$ cat src/rtl/vcm_focus_search_pkg.sv
// Shared types and VCM command word layout for the contrast autofocus sequencer.
package vcm_focus_search_pkg;

  localparam int POS_W        = 10;
  localparam int SUM_W        = 32;
  localparam int VCM_W        = 16;
  localparam int SLEW_W       = 4;
  localparam int VCM_POS_LSB  = 4;
  localparam int VCM_SLEW_LSB = 0;

  typedef enum logic [3:0] {
    ST_IDLE    = 4'd0,
    ST_MOVE    = 4'd1,
    ST_HOLD    = 4'd2,
    ST_SETTLE  = 4'd3,
    ST_MEASURE = 4'd4,
    ST_STEP    = 4'd5,
    ST_DONE    = 4'd6
  } state_e;

  typedef enum logic [1:0] {
    PH_COARSE = 2'd0,
    PH_FINE   = 2'd1,
    PH_FINAL  = 2'd2,
    PH_MANUAL = 2'd3
  } phase_e;

  function automatic logic [VCM_W-1:0] vcm_word(input logic [POS_W-1:0]  pos,
                                                input logic [SLEW_W-1:0] slew);
    logic [VCM_W-1:0] w;
    w = '0;
    w[VCM_POS_LSB +: POS_W]   = pos;
    w[VCM_SLEW_LSB +: SLEW_W] = slew;
    return w;
  endfunction

endpackage

$ cat src/rtl/vcm_focus_search_trigger_pulse.sv
// Write trigger for the VCM I2C stage: TR held high for TR_HOLD cycles per load,
// with done_o marking the last high cycle.
module vcm_trigger_pulse #(
  parameter int unsigned TR_HOLD = 256
) (
  input  logic clk_i,
  input  logic reset_i,
  input  logic load_i,
  output logic tr_o,
  output logic done_o
);

  localparam int CNT_W = $clog2(TR_HOLD + 1);

  logic [CNT_W-1:0] cnt_q, cnt_d;
  logic             tr_q, tr_d;

  always_comb begin
    cnt_d = cnt_q;
    tr_d  = tr_q;
    if (load_i) begin
      tr_d  = 1'b1;
      cnt_d = CNT_W'(TR_HOLD - 1);
    end else if (tr_q) begin
      if (cnt_q == '0) begin
        tr_d = 1'b0;
      end else begin
        cnt_d = cnt_q - CNT_W'(1);
      end
    end
  end

  always_ff @(posedge clk_i) begin
    if (reset_i) begin
      cnt_q <= '0;
      tr_q  <= 1'b0;
    end else begin
      cnt_q <= cnt_d;
      tr_q  <= tr_d;
    end
  end

  assign tr_o   = tr_q;
  assign done_o = tr_q && (cnt_q == '0) && !load_i;

endmodule

$ cat src/rtl/vcm_focus_search.sv
// Contrast-driven autofocus: coarse sweep, fine sweep around the coarse peak,
// then park at the best fine position. Also passes manual lens codes through.
module vcm_focus_search
  import vcm_focus_search_pkg::*;
#(
  parameter int unsigned       POS_MIN       = 0,
  parameter int unsigned       POS_MAX       = 1023,
  parameter int unsigned       COARSE_STEP   = 64,
  parameter int unsigned       FINE_STEP     = 8,
  parameter int unsigned       SETTLE_FRAMES = 2,
  parameter int unsigned       TR_HOLD       = 256,
  parameter logic [SLEW_W-1:0] SLEW          = 4'h0
) (
  input  logic               CLK_50,
  input  logic               RESET,
  input  logic               AF_START,
  input  logic               MANUAL_EN,
  input  logic [POS_W-1:0]   MANUAL_POS,
  input  logic               VS,
  input  logic               FOCUS_VALID,
  input  logic [SUM_W-1:0]   FOCUS_SUM,
  output logic [VCM_W-1:0]   VCM_DATA,
  output logic               TR_OUT,
  output logic               AF_BUSY,
  output logic               AF_DONE,
  output logic [POS_W-1:0]   BEST_POS,
  output logic [SUM_W-1:0]   BEST_SUM,
  output logic [3:0]         ST
);

  localparam int FR_W = $clog2(SETTLE_FRAMES + 2);
  localparam logic [POS_W-1:0] P_MIN    = POS_W'(POS_MIN);
  localparam logic [POS_W-1:0] P_MAX    = POS_W'(POS_MAX);
  localparam logic [POS_W:0]   C_STEP11 = (POS_W+1)'(COARSE_STEP);
  localparam logic [POS_W:0]   F_STEP11 = (POS_W+1)'(FINE_STEP);

  state_e           state_q, state_d;
  phase_e           phase_q, phase_d;
  logic [POS_W-1:0] pos_q, pos_d;
  logic [POS_W-1:0] hi_q, hi_d;
  logic [POS_W-1:0] vcm_pos_q, vcm_pos_d;
  logic [POS_W-1:0] best_pos_q, best_pos_d;
  logic [SUM_W-1:0] best_sum_q, best_sum_d;
  logic             busy_q, busy_d;
  logic [FR_W-1:0]  frame_q, frame_d;
  logic             vs_q;

  logic             vs_rise;
  logic             tr_load, tr_done;
  logic [POS_W:0]   step11, next11, hi_wide;
  logic [POS_W+1:0] lo_wide;
  logic [POS_W-1:0] lo_clamp, hi_clamp;

  assign vs_rise = VS && !vs_q;

  // Fine window is computed wide so that the clamps see underflow/overflow.
  assign step11   = (phase_q == PH_COARSE) ? C_STEP11 : F_STEP11;
  assign next11   = {1'b0, pos_q} + step11;
  assign lo_wide  = {2'b00, best_pos_q} - (POS_W+2)'(COARSE_STEP);
  assign hi_wide  = {1'b0, best_pos_q} + C_STEP11;
  assign lo_clamp = ($signed(lo_wide) < $signed((POS_W+2)'(POS_MIN))) ? P_MIN : lo_wide[POS_W-1:0];
  assign hi_clamp = (hi_wide > {1'b0, P_MAX}) ? P_MAX : hi_wide[POS_W-1:0];

  vcm_trigger_pulse #(
    .TR_HOLD (TR_HOLD)
  ) u_trig (
    .clk_i   (CLK_50),
    .reset_i (RESET),
    .load_i  (tr_load),
    .tr_o    (TR_OUT),
    .done_o  (tr_done)
  );

  always_comb begin
    state_d    = state_q;
    phase_d    = phase_q;
    pos_d      = pos_q;
    hi_d       = hi_q;
    vcm_pos_d  = vcm_pos_q;
    best_pos_d = best_pos_q;
    best_sum_d = best_sum_q;
    busy_d     = busy_q;
    frame_d    = frame_q;
    tr_load    = 1'b0;
    unique case (state_q)
      ST_IDLE: begin
        if (AF_START && !MANUAL_EN) begin
          pos_d      = P_MIN;
          hi_d       = P_MAX;
          best_sum_d = '0;
          phase_d    = PH_COARSE;
          busy_d     = 1'b1;
          state_d    = ST_MOVE;
        end else if (MANUAL_EN && (MANUAL_POS != vcm_pos_q)) begin
          pos_d   = MANUAL_POS;
          phase_d = PH_MANUAL;
          state_d = ST_MOVE;
        end
      end
      ST_MOVE: begin
        vcm_pos_d = pos_q;
        tr_load   = 1'b1;
        state_d   = ST_HOLD;
      end
      ST_HOLD: begin
        if (tr_done) begin
          if (phase_q == PH_MANUAL) begin
            state_d = ST_IDLE;
          end else if (phase_q == PH_FINAL) begin
            busy_d  = 1'b0;
            state_d = ST_DONE;
          end else begin
            frame_d = FR_W'(SETTLE_FRAMES);
            state_d = ST_SETTLE;
          end
        end
      end
      ST_SETTLE: begin
        if (frame_q == '0) begin
          state_d = ST_MEASURE;
        end else if (vs_rise) begin
          frame_d = frame_q - FR_W'(1);
        end
      end
      ST_MEASURE: begin
        if (FOCUS_VALID) begin
          if (FOCUS_SUM > best_sum_q) begin
            best_sum_d = FOCUS_SUM;
            best_pos_d = pos_q;
          end
          state_d = ST_STEP;
        end
      end
      ST_STEP: begin
        state_d = ST_MOVE;
        if (next11 <= {1'b0, hi_q}) begin
          pos_d = next11[POS_W-1:0];
        end else if (phase_q == PH_COARSE) begin
          hi_d    = hi_clamp;
          pos_d   = lo_clamp;
          phase_d = PH_FINE;
        end else begin
          pos_d   = best_pos_q;
          phase_d = PH_FINAL;
        end
      end
      ST_DONE: begin
        state_d = ST_IDLE;
      end
      default: begin
        state_d = ST_IDLE;
      end
    endcase
  end

  always_ff @(posedge CLK_50) begin
    if (RESET) begin
      state_q    <= ST_IDLE;
      phase_q    <= PH_COARSE;
      pos_q      <= '0;
      hi_q       <= '0;
      vcm_pos_q  <= P_MIN;
      best_pos_q <= P_MIN;
      best_sum_q <= '0;
      busy_q     <= 1'b0;
      frame_q    <= '0;
      vs_q       <= 1'b0;
    end else begin
      state_q    <= state_d;
      phase_q    <= phase_d;
      pos_q      <= pos_d;
      hi_q       <= hi_d;
      vcm_pos_q  <= vcm_pos_d;
      best_pos_q <= best_pos_d;
      best_sum_q <= best_sum_d;
      busy_q     <= busy_d;
      frame_q    <= frame_d;
      vs_q       <= VS;
    end
  end

  assign VCM_DATA = vcm_word(vcm_pos_q, SLEW);
  assign AF_BUSY  = busy_q;
  assign AF_DONE  = (state_q == ST_DONE);
  assign BEST_POS = best_pos_q;
  assign BEST_SUM = best_sum_q;
  assign ST       = state_q;

endmodule

$ cat config.mk
export PLATFORM = sky130hd
export DESIGN_NAME = vcm_focus_search
export DESIGN_NICKNAME = d
export VERILOG_FILES = /design/src/rtl/vcm_focus_search_pkg.sv /design/src/rtl/vcm_focus_search_trigger_pulse.sv /design/src/rtl/vcm_focus_search.sv
export SDC_FILE = /design/constraint.sdc
export NUM_CORES = 1
export LEC_CHECK = 0
export ABC_AREA = 1
export CORE_MARGIN = 5
export CORE_UTILIZATION = 60
export DETAILED_ROUTE_END_ITERATION = 12
export DONT_BUFFER_PORTS = 1
export GPL_ROUTABILITY_DRIVEN = 1
export PLACE_DENSITY_LB_ADDON = 0.1
export SETUP_SLACK_MARGIN = 0.4
export SKIP_LAST_GASP = 1
export SLEW_MARGIN = 20
export SYNTH_ARGS = -nofsm -noshare
export SYNTH_HDL_FRONTEND = slang
export SYNTH_SLANG_ARGS = --single-unit
export TNS_END_PERCENT = 100
$ cat constraint.sdc
create_clock -name CLK_50 -period 3.01 [get_ports CLK_50]
set_clock_uncertainty 0.05 [all_clocks]
set_input_delay 0.4515 -clock CLK_50 [delete_from_list [all_inputs] [get_ports CLK_50]]
set_output_delay 0.4515 -clock CLK_50 [all_outputs]
set_load 0.02 [all_outputs]
# Word level (Yosys, flattened, before mapping)
# Index checks and enable logic that the tools add are counted.
word_totals:
  output_inout_bits: 65
  input_bits: 48
  reg_bits: 92
  wordCells: 121
op_classes:
  reduce_logical: 28
  bitwise: 1
  eq_ne: 23
  n_mux: 47
  addsub: 5
  n_lt_le_gt_ge: 4
op_table:
  columns: ["op", "count"]
  rows:
  - ["32-bit 2-to-1 mux", 3]
  - ["10-bit 2-to-1 mux", 9]
  - ["32-bit case mux with 2 select lines", 1]
  - ["10-bit case mux with 2 select lines", 2]
  - ["32-bit greater-than comparator", 1]
  - ["8-bit 2-to-1 mux", 3]
  - ["2-bit != test, second input constant", 12]
  - ["4-bit case mux with 6 select lines", 1]
  - ["4-bit 2-to-1 mux", 5]
  - ["2-bit 2-to-1 mux", 9]
  - ["4-bit by 3-bit equality test with 1-bit output, second input constant", 3]
  - ["4-bit AND reduction", 3]
  - ["10-bit by 7-bit adder with 11-bit output", 1]
  - ["10-bit by 7-bit adder with 11-bit output, second input constant", 1]
  - ["11-bit by 10-bit greater-than comparator with 1-bit output, second input constant", 1]
  - ["11-bit by 10-bit <= comparator with 1-bit output", 1]
  - ["11-bit by 1-bit less-than comparator with 1-bit output, second input constant", 1]
  - ["10-bit by 7-bit subtractor with 11-bit output, second input constant", 1]
  - ["10-bit != test", 1]
  - ["2-bit nonzero test", 5]
  - ["9-bit zero test", 1]
  - ["9-bit by 1-bit subtractor with 9-bit output, second input constant", 1]
  - ["4-bit by 2-bit equality test with 1-bit output, second input constant", 2]
  - ["1-bit 2-to-1 mux", 8]
  - ["19 further kinds", 32]

# Logic depth before layout (Yosys ltp)
# Gate-level depths: netlist (run 1).
depth:
  ltp_word: 6
  mapped_depth: 21

# Cells and area by module
# Synthesis (run 1) repeated with hierarchy kept, for this count alone.
unflattened:
  hier_cells: 949
  area_unflattened_um2: 6074.6
by_module_without_submodules:
  columns: ["mod", "area_each_um2", "cells_per_inst", "n_inst"]
  rows:
  - ["vcm_focus_search", 5464.0, 855, 1]
  - ["vcm_trigger_pulse", 610.6, 94, 1]

# Worst setup path before layout (run 1)
# Ideal clock, no wire load.
synth_path:
  path_kind: "reg2reg"
  start: "reg phase_q[0]"
  end: "reg hi_q[9]"
  arrival_time_ps: 2472
  setup_time_ps: 115
  path_stages_with_launch: 20
  path_buffers: 1
  required_time_ps: 2845
  synth_period_minus_slack_ps: 2637
  slack_ps: 373
  cell_sequence: "dfxtp_1 > nor2_4 > nor2_8 > ha_1 > nand2_1 > a21oi_1 > nand3_1 > xor2_1 > inv_1 > ha_1 > and3_1 > nand2_1 > nand2_1 > nand2_1 > nand2_4 > nand2_4 > nand2_8 > buf_6 > a21oi_1 > nor2_1"
synth_via:
  elab_chain_cells: 6
synth_rtl:
  columns: ["item", "line", "rtl"]
  rows:
  - ["from (decl)", "vcm_focus_search.sv:38", "phase_e phase_q, phase_d;"]
  - ["from (signal assigned)", "vcm_focus_search.sv:170", "phase_q <= phase_d;"]
  - ["2-bit zero test (*)", "vcm_focus_search.sv:57, vcm_focus_search.sv:138", null]
  - ["7-bit 2-to-1 mux", "vcm_focus_search.sv:57", "assign step11 = (phase_q == PH_COARSE) ? C_STEP11 : F_STEP11;"]
  - ["10-bit by 7-bit adder with 11-bit output", "vcm_focus_search.sv:58", "assign next11 = {1'b0, pos_q} + step11;"]
  - ["11-bit by 10-bit <= comparator with 1-bit output", "vcm_focus_search.sv:136", "if (next11 <= {1'b0, hi_q}) begin"]
  - ["2-bit != test (no source line)", null, null]
  - ["4-bit AND reduction (no source line) (*)", null, null]
  - ["to (signal assigned)", "vcm_focus_search.sv:172", "hi_q <= hi_d;"]
  - ["to (decl)", "vcm_focus_search.sv:40", "logic [POS_W-1:0] hi_q, hi_d;"]
# Every way passes the cells marked *; elsewhere a longest branch is shown, timed or not.
# A chain may end at the register's enable or synchronous reset.

# Final worst setup path (run 1)
layout_path:
  start: "reg phase_q[0]"
  end: "reg hi_q[0]"
# The elaborated chain is that of the path after synthesis.

==> impl_summary.md, run 1 <==
Run status
The flow ran to the end, and the final reports show no timing, DRC or antenna violations.

Yosys
The share of the yosys chip area belonging to registers is 30.7%. After synthesis, the cell types taking the most area are sky130_fd_sc_hd__dfxtp_1, sky130_fd_sc_hd__nand2_1, sky130_fd_sc_hd__ha_1, sky130_fd_sc_hd__nor2_1, sky130_fd_sc_hd__inv_1. The post-synthesis cell count is about 900. By count the netlist is led by sky130_fd_sc_hd__nand2_1, sky130_fd_sc_hd__nor2_1, sky130_fd_sc_hd__inv_1. The average instance area after synthesis is about 6.5 µm². Counting flops with a built-in enable in the synthesized netlist gives 0. The most instantiated library cell after synthesis is sky130_fd_sc_hd__nand2_1. The proportion of register bits with asynchronous set or reset after synthesis is 0%. The post-synthesis sequential element count is a little over 90.

The total number of yosys warnings is 0. The share of the synthesized area in the top cell type is approximately 30%. The most used flip-flop cell after synthesis is sky130_fd_sc_hd__dfxtp_1.

Of all cell types, the one taking the most synthesized area is sky130_fd_sc_hd__dfxtp_1. The netlist area before placement is 5930 µm². Counting distinct cell types in the post-synthesis netlist gives 46.

Critical path
The logic depth of the worst register-to-register path is 21. The end of the worst register-to-register path is hi_q[0]. The cell at the slowest stage of the critical path is sky130_fd_sc_hd__dfxtp_4. The logic depth of the worst path, buffers included is 21. The worst setup path endpoint is hi_q[0].

The type of the setup path with the least slack is reg -> reg. The type of element launching the critical path is a flop. The cell seen most often among critical-path stages is sky130_fd_sc_hd__nand2_1. The source of the worst register-to-register timing path is phase_q[0]. Along the worst path, the maximum fanout reaches 7. The setup slack of the worst register-to-register path is about 230 ps. The data required time of the worst path is between 3000 and 4000 ps. Walking the worst path, the cells encountered are nor2_4 -> buf_6 -> inv_1 -> buf_4 -> nor2_1 -> nor2_1 -> ha_1 -> nand2_1 -> nor2_2 -> o21ai_1 -> nand2_1 -> nand2_1 -> nand2_1 -> nand2_2 -> nand2_4 -> nand2_8 -> buf_12 -> nand2_8 -> nand3_2 -> nand2_1 -> nor2_1. On the worst path, the slowest cell contributes a delay of ~360 ps.

The arrival time at the worst endpoint is between 2000 and 3000 ps. The nature of the critical path endpoint is a flop. Together, buffers and inverters on the worst path number 4.

The dominant delay contributor by cell family on the critical path is simple AND/OR/NAND/NOR gates. The origin of the worst setup path is phase_q[0].

Cells and area
The area added between synthesis and finish is 8.88%. The antenna diode count is 0. The core utilization of the finished layout is around 66%. For this run, the post-layout net count is about 1,000. The post-route netlist has approximately 11% of its cells at a drive strength greater than 1.

STA
The peak clock frequency supported by timing is 0.360 GHz. Setup repair after global routing could not meet its margin everywhere. Summed over all failing endpoints, the final setup total negative slack is 0 ps. The worst hold slack is ~100 ps. The final hold violation count is 0. Measured against its own limit, the worst slew margin works out to approximately 50%.

Setup violations remaining at the end of the flow were counted as 0. The max-slew violation total from the final report is 0. The final critical-path required period is about 2800 ps. The ratio of final minimum period to clock period is between 90% and 100%. For the pin with the worst max-slew slack, the measured transition is 745 ps.

Floorplan
The number of ports placed on the die boundary is about 110. The width of the die is between 100 and 150 µm. The die is between 100 and 150 µm tall. The die area is around 12,000 µm². In this run the core area contains 36 standard-cell rows. The region available for standard cell placement spans about 9700 µm².

The initial utilization of the core area, before any placement, comes to ~61%.

Clock tree
The clock-pin slew reported for the worst setup and hold paths after clock tree synthesis is ~90 ps. In this run the deepest clock path goes through 2 buffers. The clock sink count is around 90. The count of hold buffers inserted by post-cts repair is 0.

TritonCTS created 9 clock buffers. The total number of H-tree levels is 3. The tree is rooted in a sky130_fd_sc_hd__clkbuf_8. TritonCTS built the clock tree.

The clock reaches the later pin of the worst-skew pair after 360 ps.

Power
The worst-case IR drop observed on VDD is between 0.5 and 0.6 mV. The clock share of power is about a tenth. In this run switching power makes up between 50 and 60% of total power. Per report_power, the sequential group accounts for between 30% and 40% of the total. Internal power comes to between 3 and 4 mW.

The leakage component of the power is about 3.0 nW. Power spread over the standard cell area amounts to approximately 1100 nW/µm². Combinational cells account for 56.3% of the total power.

The switching component of the power is between 3 and 4 mW.

Global route
The met3 track demand over resource is 7.11%. Global routing used 25.9% of the available tracks. The wire length of the first global-routing pass is 24,800 µm.

Entering global routing, the biggest net connects 46 pins. In this run the most used layer during global routing was met2. Global routing used between 40% and 50% of the available met2 tracks. The initial antenna violation count was 0. The total overflow left after global routing is 0.

The global routing usage on met1 is between 20% and 30%. The number of global-route vias before repair is ~5,400.

Placed design
The last weighted congestion value of the routability-driven placer is between 0.8 and 0.9. The number of buffer cells added on primary ports is 0. Summed over all nets, the half-perimeter wirelength after detailed placement is approximately 11,000 µm.

Detailed routing
The detailed-router iteration count before antenna repair is 6. The total vias in the final route is ~5,600. In this run the remaining antenna-violating nets after routing total 0. The final routed DRC violation total is 0. The final wirelength is around 15,000 µm. The detail-routed via count per cell is between 5 and 6.

After the first detailed-routing iteration, the DRC count stood at 341. The post-detailed-route wirelength per cell is 14.7 µm.

Job
The reported max-cap violation count is 0.

Min path
The worst hold path belongs to the class in -> reg. Along the worst hold path, the cell count comes to 1.
==> how the worst min path moves through the flow <==
stage,startpoint,endpoint,slack [ps]
global route,RESET,u_trig.tr_o,70
detailed placement,u_trig.cnt_q[0],u_trig.cnt_q[0],400
finish,RESET,vs_q,100
CTS,RESET,ST[1],90
global placement,frame_q[1],frame_q[1],390
floorplan,frame_q[1],frame_q[1],380
==> cell families (layout without fill, tap and decap cells) <==
group	after synthesis	in the layout	share of synthesized area, %
xor+xnor	7	7	1.03
other cells	1	7	0.0632
compound gates	174	174	16.0
simple gates	409	411	29.7
buf+inv	177	172	12.4
fa+ha+maj	48	48	10.1
flops	91	91	30.7
==> power groups by stage <==
stage	clock network, mW	registers, mW	logic (mW)
final	0.716	2.47	4.11
after CTS	0.728	2.47	3.91
after global routing	0.782	2.54	4.71
after detailed placement	0	2.49	3.53
after global placement	0	2.47	3.38
after floorplan	0	2.34	3.01
==> final cells by class <==
| class | instances | area [µm²] |
|---|---|---|
| clock buffer | 11 | 131 |
| inverter | 135 | 509 |
| timing repair buffer | 23 | 209 |
| fill | 918 | 3270 |
| tap | 133 | 166 |
| clock inverter | 3 | 17.5 |
| sequential | 91 | 1840 |
| multi-input combinational | 647 | 3590 |
==> routing by layer <==
metal  up-vias  share of wire (%)  routed length, µm
met5         -                  0                  0
met4         0                1.6                252
met3        23                8.0               1220
met2       152                 50               7680
met1      2574                 40               6190
li1       2890                  -                  -
==> layout by cell type, fill, tap and decap left out, types with 6 or more instances in the layout <==
| master | netlist | routed |
|---|---|---|
| sky130_fd_sc_hd__nand2_2 | 3 | 7 |
| sky130_fd_sc_hd__conb_1 | 1 | 7 |
| sky130_fd_sc_hd__o21ai_2 | 3 | 6 |
| sky130_fd_sc_hd__dfxtp_2 | 0 | 9 |
| sky130_fd_sc_hd__inv_2 | 6 | 8 |
| sky130_fd_sc_hd__nor3_1 | 7 | 7 |
| sky130_fd_sc_hd__a21oi_1 | 95 | 90 |
| sky130_fd_sc_hd__clkbuf_8 | 0 | 9 |
| sky130_fd_sc_hd__nor2_1 | 131 | 128 |
| sky130_fd_sc_hd__inv_1 | 129 | 126 |
| sky130_fd_sc_hd__ha_1 | 48 | 45 |
| sky130_fd_sc_hd__nand3_1 | 48 | 44 |
| sky130_fd_sc_hd__a211oi_1 | 9 | 9 |
| sky130_fd_sc_hd__nand4_1 | 10 | 10 |
| sky130_fd_sc_hd__o21ai_1 | 1 | 7 |
| sky130_fd_sc_hd__dfxtp_1 | 91 | 80 |
| sky130_fd_sc_hd__buf_4 | 10 | 18 |
| sky130_fd_sc_hd__o21ai_0 | 48 | 39 |
| sky130_fd_sc_hd__nand2_1 | 190 | 185 |
==> metrics by stage <==
| step | power [mW] | setup slack (ps) | cells | cell area (µm²) |
|---|---|---|---|---|
| 3_5_place_dp | 6.02 | 110 | 1014 | 5990 |
| 3_3_place_gp | 5.85 | 228 | 1014 | 5990 |
| 2_1_floorplan | 5.35 | 423 | 913 | 5960 |
| 5_1_grt | 8.03 | 83.0 | 1043 | 6460 |
| 6_report | 7.30 | 234 | 1043 | 6460 |
| 4_1_cts | 7.10 | 351 | 1039 | 6340 |
==> sequential cells by signal (all words and copies together) (netlist names) <==
register and cells:
BEST_SUM 32, u_trig.tr_o 1, BEST_POS 10, AF_BUSY 1, vcm_pos_q 10, frame_q 2
vs_q 1, pos_q 10, ST 3, hi_q 10, phase_q 2, u_trig.cnt_q 9
==> repair_timing <==
action / CTS / global route
buffers inserted: 9 / 4
gates cloned: 2 / 0
setup endpoints to repair: 38 / 45
pin swaps: 8 / 13
resized for setup: 29 / 29
Note: power is estimated with default switching activity, not from simulation.
==> run 2, diff against run 1 <==
--- a/config.mk
+++ b/config.mk
@@ -18,4 +18,3 @@
 export SYNTH_ARGS = -nofsm -noshare
 export SYNTH_HDL_FRONTEND = slang
 export SYNTH_SLANG_ARGS = --single-unit
-export TNS_END_PERCENT = 100
==> constraint.sdc (replaced) <==
create_clock -name CLK_50 -period 2.8 [get_ports CLK_50]
set_clock_uncertainty 0.05 [all_clocks]
set_input_delay 0.42 -clock CLK_50 [delete_from_list [all_inputs] [get_ports CLK_50]]
set_output_delay 0.42 -clock CLK_50 [all_outputs]
set_load 0.02 [all_outputs]
==> impl_summary.md, run 2 (synthesis gave the netlist of run 1 again) <==
Run status
The flow ran to the end, and the final reports show no timing, DRC or antenna violations.

Clock tree
The clock-pin slew reported for the worst setup and hold paths after clock tree synthesis came to 90 ps (about the same). The CTS tree is done. The total number of H-tree levels is 3 (unchanged).

The deepest clock path buffer count is 2 (unchanged). The number of clock buffers inserted by TritonCTS is 9 (unchanged). The clock sink count is 91 (unchanged). The root cell of the clock tree is sky130_fd_sc_hd__clkbuf_8. The count of hold buffers inserted by post-cts repair is 0 (unchanged).

The clock network latency to the later pin of the worst-skew pair is 370 ps (about the same).

STA
The final critical-path required period came to 2720 ps (-51.2 ps). The pin slew with the least headroom to its limit is 651 ps (-93.5 ps). The final setup TNS is 0 ps (unchanged). The final setup violation count is 0 (unchanged). The final hold violation count is 0 (unchanged). The max-slew violation total from the final report is 0 (unchanged). The headroom to the max-slew limit is 56.2% (+5.9 points).

The ratio of final minimum period to clock period is 97.3% (+5.1 points). The peak clock frequency supported by timing is 0.367 GHz (+1.9%). The worst hold slack is 51.7 ps (-53.0 ps). Setup repair after global routing could not meet its margin everywhere.

Global route
The maximum number of pins on one net before global-route repair is 43 (-6.5%). The wire length of the first global-routing pass is 24,300 µm (-2.0%). The initial antenna violation count came to 0 (unchanged). The global-route congestion overflow total was 0 (unchanged).

The number of global-route vias before repair was 5,285 (-2.9%). The global-route total usage across every layer is 25.5% (-0.35 points).

Critical path
The arrival time at the worst endpoint came to 2950 ps (-20 ps). The data required time of the worst path is 3020 ps (-190 ps). The type of element launching the critical path is a flop. The setup slack of the worst register-to-register path was 80 ps (-160 ps). The cell at the slowest stage of the critical path is sky130_fd_sc_hd__dfxtp_4. The delay contributed by the slowest stage of the critical path was 370 ps (about the same). The nature of the critical path endpoint is a flop. The worst-path maximum fanout is 7 (unchanged). Walking the worst path, the cells encountered are nor2_4 -> nor2_8 -> ha_4 -> nand2_2 -> a21oi_2 -> nand3_1 -> xor2_1 -> inv_1 -> ha_4 -> and3_4 -> nand4_1 -> nand2_2 -> nand2_4 -> nand2_8 -> nand2_8 -> nand2_8 -> nand2_2 -> nand2_1 -> nor2_1. The type of the setup path with the least slack is reg -> reg.

Cells and area
The top cell types in the final layout, fill and taps aside, are sky130_fd_sc_hd__nand2_1, sky130_fd_sc_hd__nor2_1, sky130_fd_sc_hd__inv_1. The most common cell after layout, fill and taps aside is sky130_fd_sc_hd__nand2_1. The number of non-filler instances in the completed layout is 1,047 (+0.38%).

The number of flip-flops in the largest register is 32 (unchanged). The area occupied by multi-input gates is 3570 µm² (-0.38%). The final net count came to 1,005 (+0.20%).

The antenna diode count is 0 (unchanged). The storage element area is 1850 µm² (+0.27%). The number of filler cells placed in the layout was 903 (-1.6%). The post-route standard cell area excluding fillers is 6490 µm² (+0.48%). The area added between synthesis and finish is 9.40%. The share of final-layout standard cells stronger than drive strength 1 is 12.1% (+0.83 points).

Detailed routing
The detail-routed via count per cell was 5.47 (+1.1%). The number of DRC markers in iteration 0 came to 409 (+20%). The detailed-router iteration count before antenna repair is 5 (-1). The final routed DRC violation total is 0 (unchanged). The post-detailed-route count of antenna-violating nets is 0 (unchanged). The post-detailed-route wirelength per cell came to 14.7 µm (-0.27%).

The final wirelength came to 15,400 µm (+0.12%). The total vias in the final route came to 5,725 (+1.5%).

Floorplan
The die area is 12,000 µm² (unchanged). The height of the die was 109 µm (unchanged). The effective utilization at floorplan is 61.0% (unchanged).

The number of cell rows is 36 (unchanged). The number of ports placed on the die boundary is 113 (unchanged). The width of the die is 109 µm (unchanged). The core outline area is 9730 µm² (unchanged).

Placed design
The post-detailed-placement half-perimeter wirelength is 11,300 µm (+0.22%). The total placed instance area was 6060 µm² (+1.2%). The number of cells after detailed placement is 1,021 (+0.69%). The number of buffer cells added on primary ports is 0 (unchanged). The last weighted congestion value of the routability-driven placer is 0.931 (+5.6%).

Power
The leakage component of the power is 2.98 nW (+0.91%). The worst IR drop on VDD was 0.562 mV (+9.9%). The power consumption is 8.06 mW (+10%). The power density over cell area came to 1240 nW/µm² (+9.8%).

Job
The reported max-cap violation count is 0 (unchanged).

Min path
The min-delay analysis places its worst path in the category in -> reg.
## run 2: cell types whose count changed in the layout (fill, tap and decap cells not counted), sizes merged
cell      delta
clkinvlp     -1
bufinv       +1
clkinv       +2
buf          +2
## run 2: through the flow
step,utilization (%),setup slack [ps]
floorplan,-,331
global placement,62.3,97.0
detailed placement,62.3,-8.07
CTS,65.6,155
global route,66.7,-66.6
finish,66.7,75.3
## run 2: layout make-up
| type | instances | area share [%] |
|---|---|---|
| Multi-Input combinational cell | 647 | 55.0 |
| Clock buffer | 11 | 2.02 |
| Inverter | 135 | 7.80 |
| Timing Repair Buffer | 25 | 3.31 |
| Tap cell | 133 | 2.56 |
| Clock inverter | 5 | 0.829 |
| Sequential cell | 91 | 28.4 |
## run 2: timing repair
item	CTS	global route
buffers inserted	5	3
gates resized for setup	23	29
endpoints found under the setup margin	39	64
pin swaps	11	3
cloned	2	0
## run 2: power by group
group          switching (mW)  leakage, nW  internal [mW]
combinational            2.81         2.13           1.71
clock                   0.479       0.0971          0.411
sequential              0.808        0.755           1.83
## run 2: per-layer routing
| metal | vias up | wire, µm | global-route usage (%) |
|---|---|---|---|
| li1 | 2902 | - | - |
| met1 | 2615 | 6250 | 29.3 |
| met2 | 171 | 7530 | 44.6 |
| met3 | 37 | 1190 | 6.52 |
| met4 | 0 | 401 | 11.1 |
| met5 | - | 0 | 0 |
## run 2: worst paths after layout
check,cells past startpoint,start,end
worst max-delay path,19,phase_q[0],pos_q[2]
worst min-delay path,1,RESET,ST[2]
worst max register to register,19,phase_q[0],pos_q[2]
worst min register to register,2,frame_q[1],frame_q[1]
## run 2: critical path, delay by kind of cell, from the launching register on
family / cells / cell delay [ps]
AOI/OAI and AO/OA: 1 / 70
DFF: 1 / 370
xor gates and xnor gates: 1 / 150
buffers and inverters: 1 / 100
adders and majority gates: 2 / 450
and+or+nand+nor: 14 / 1440
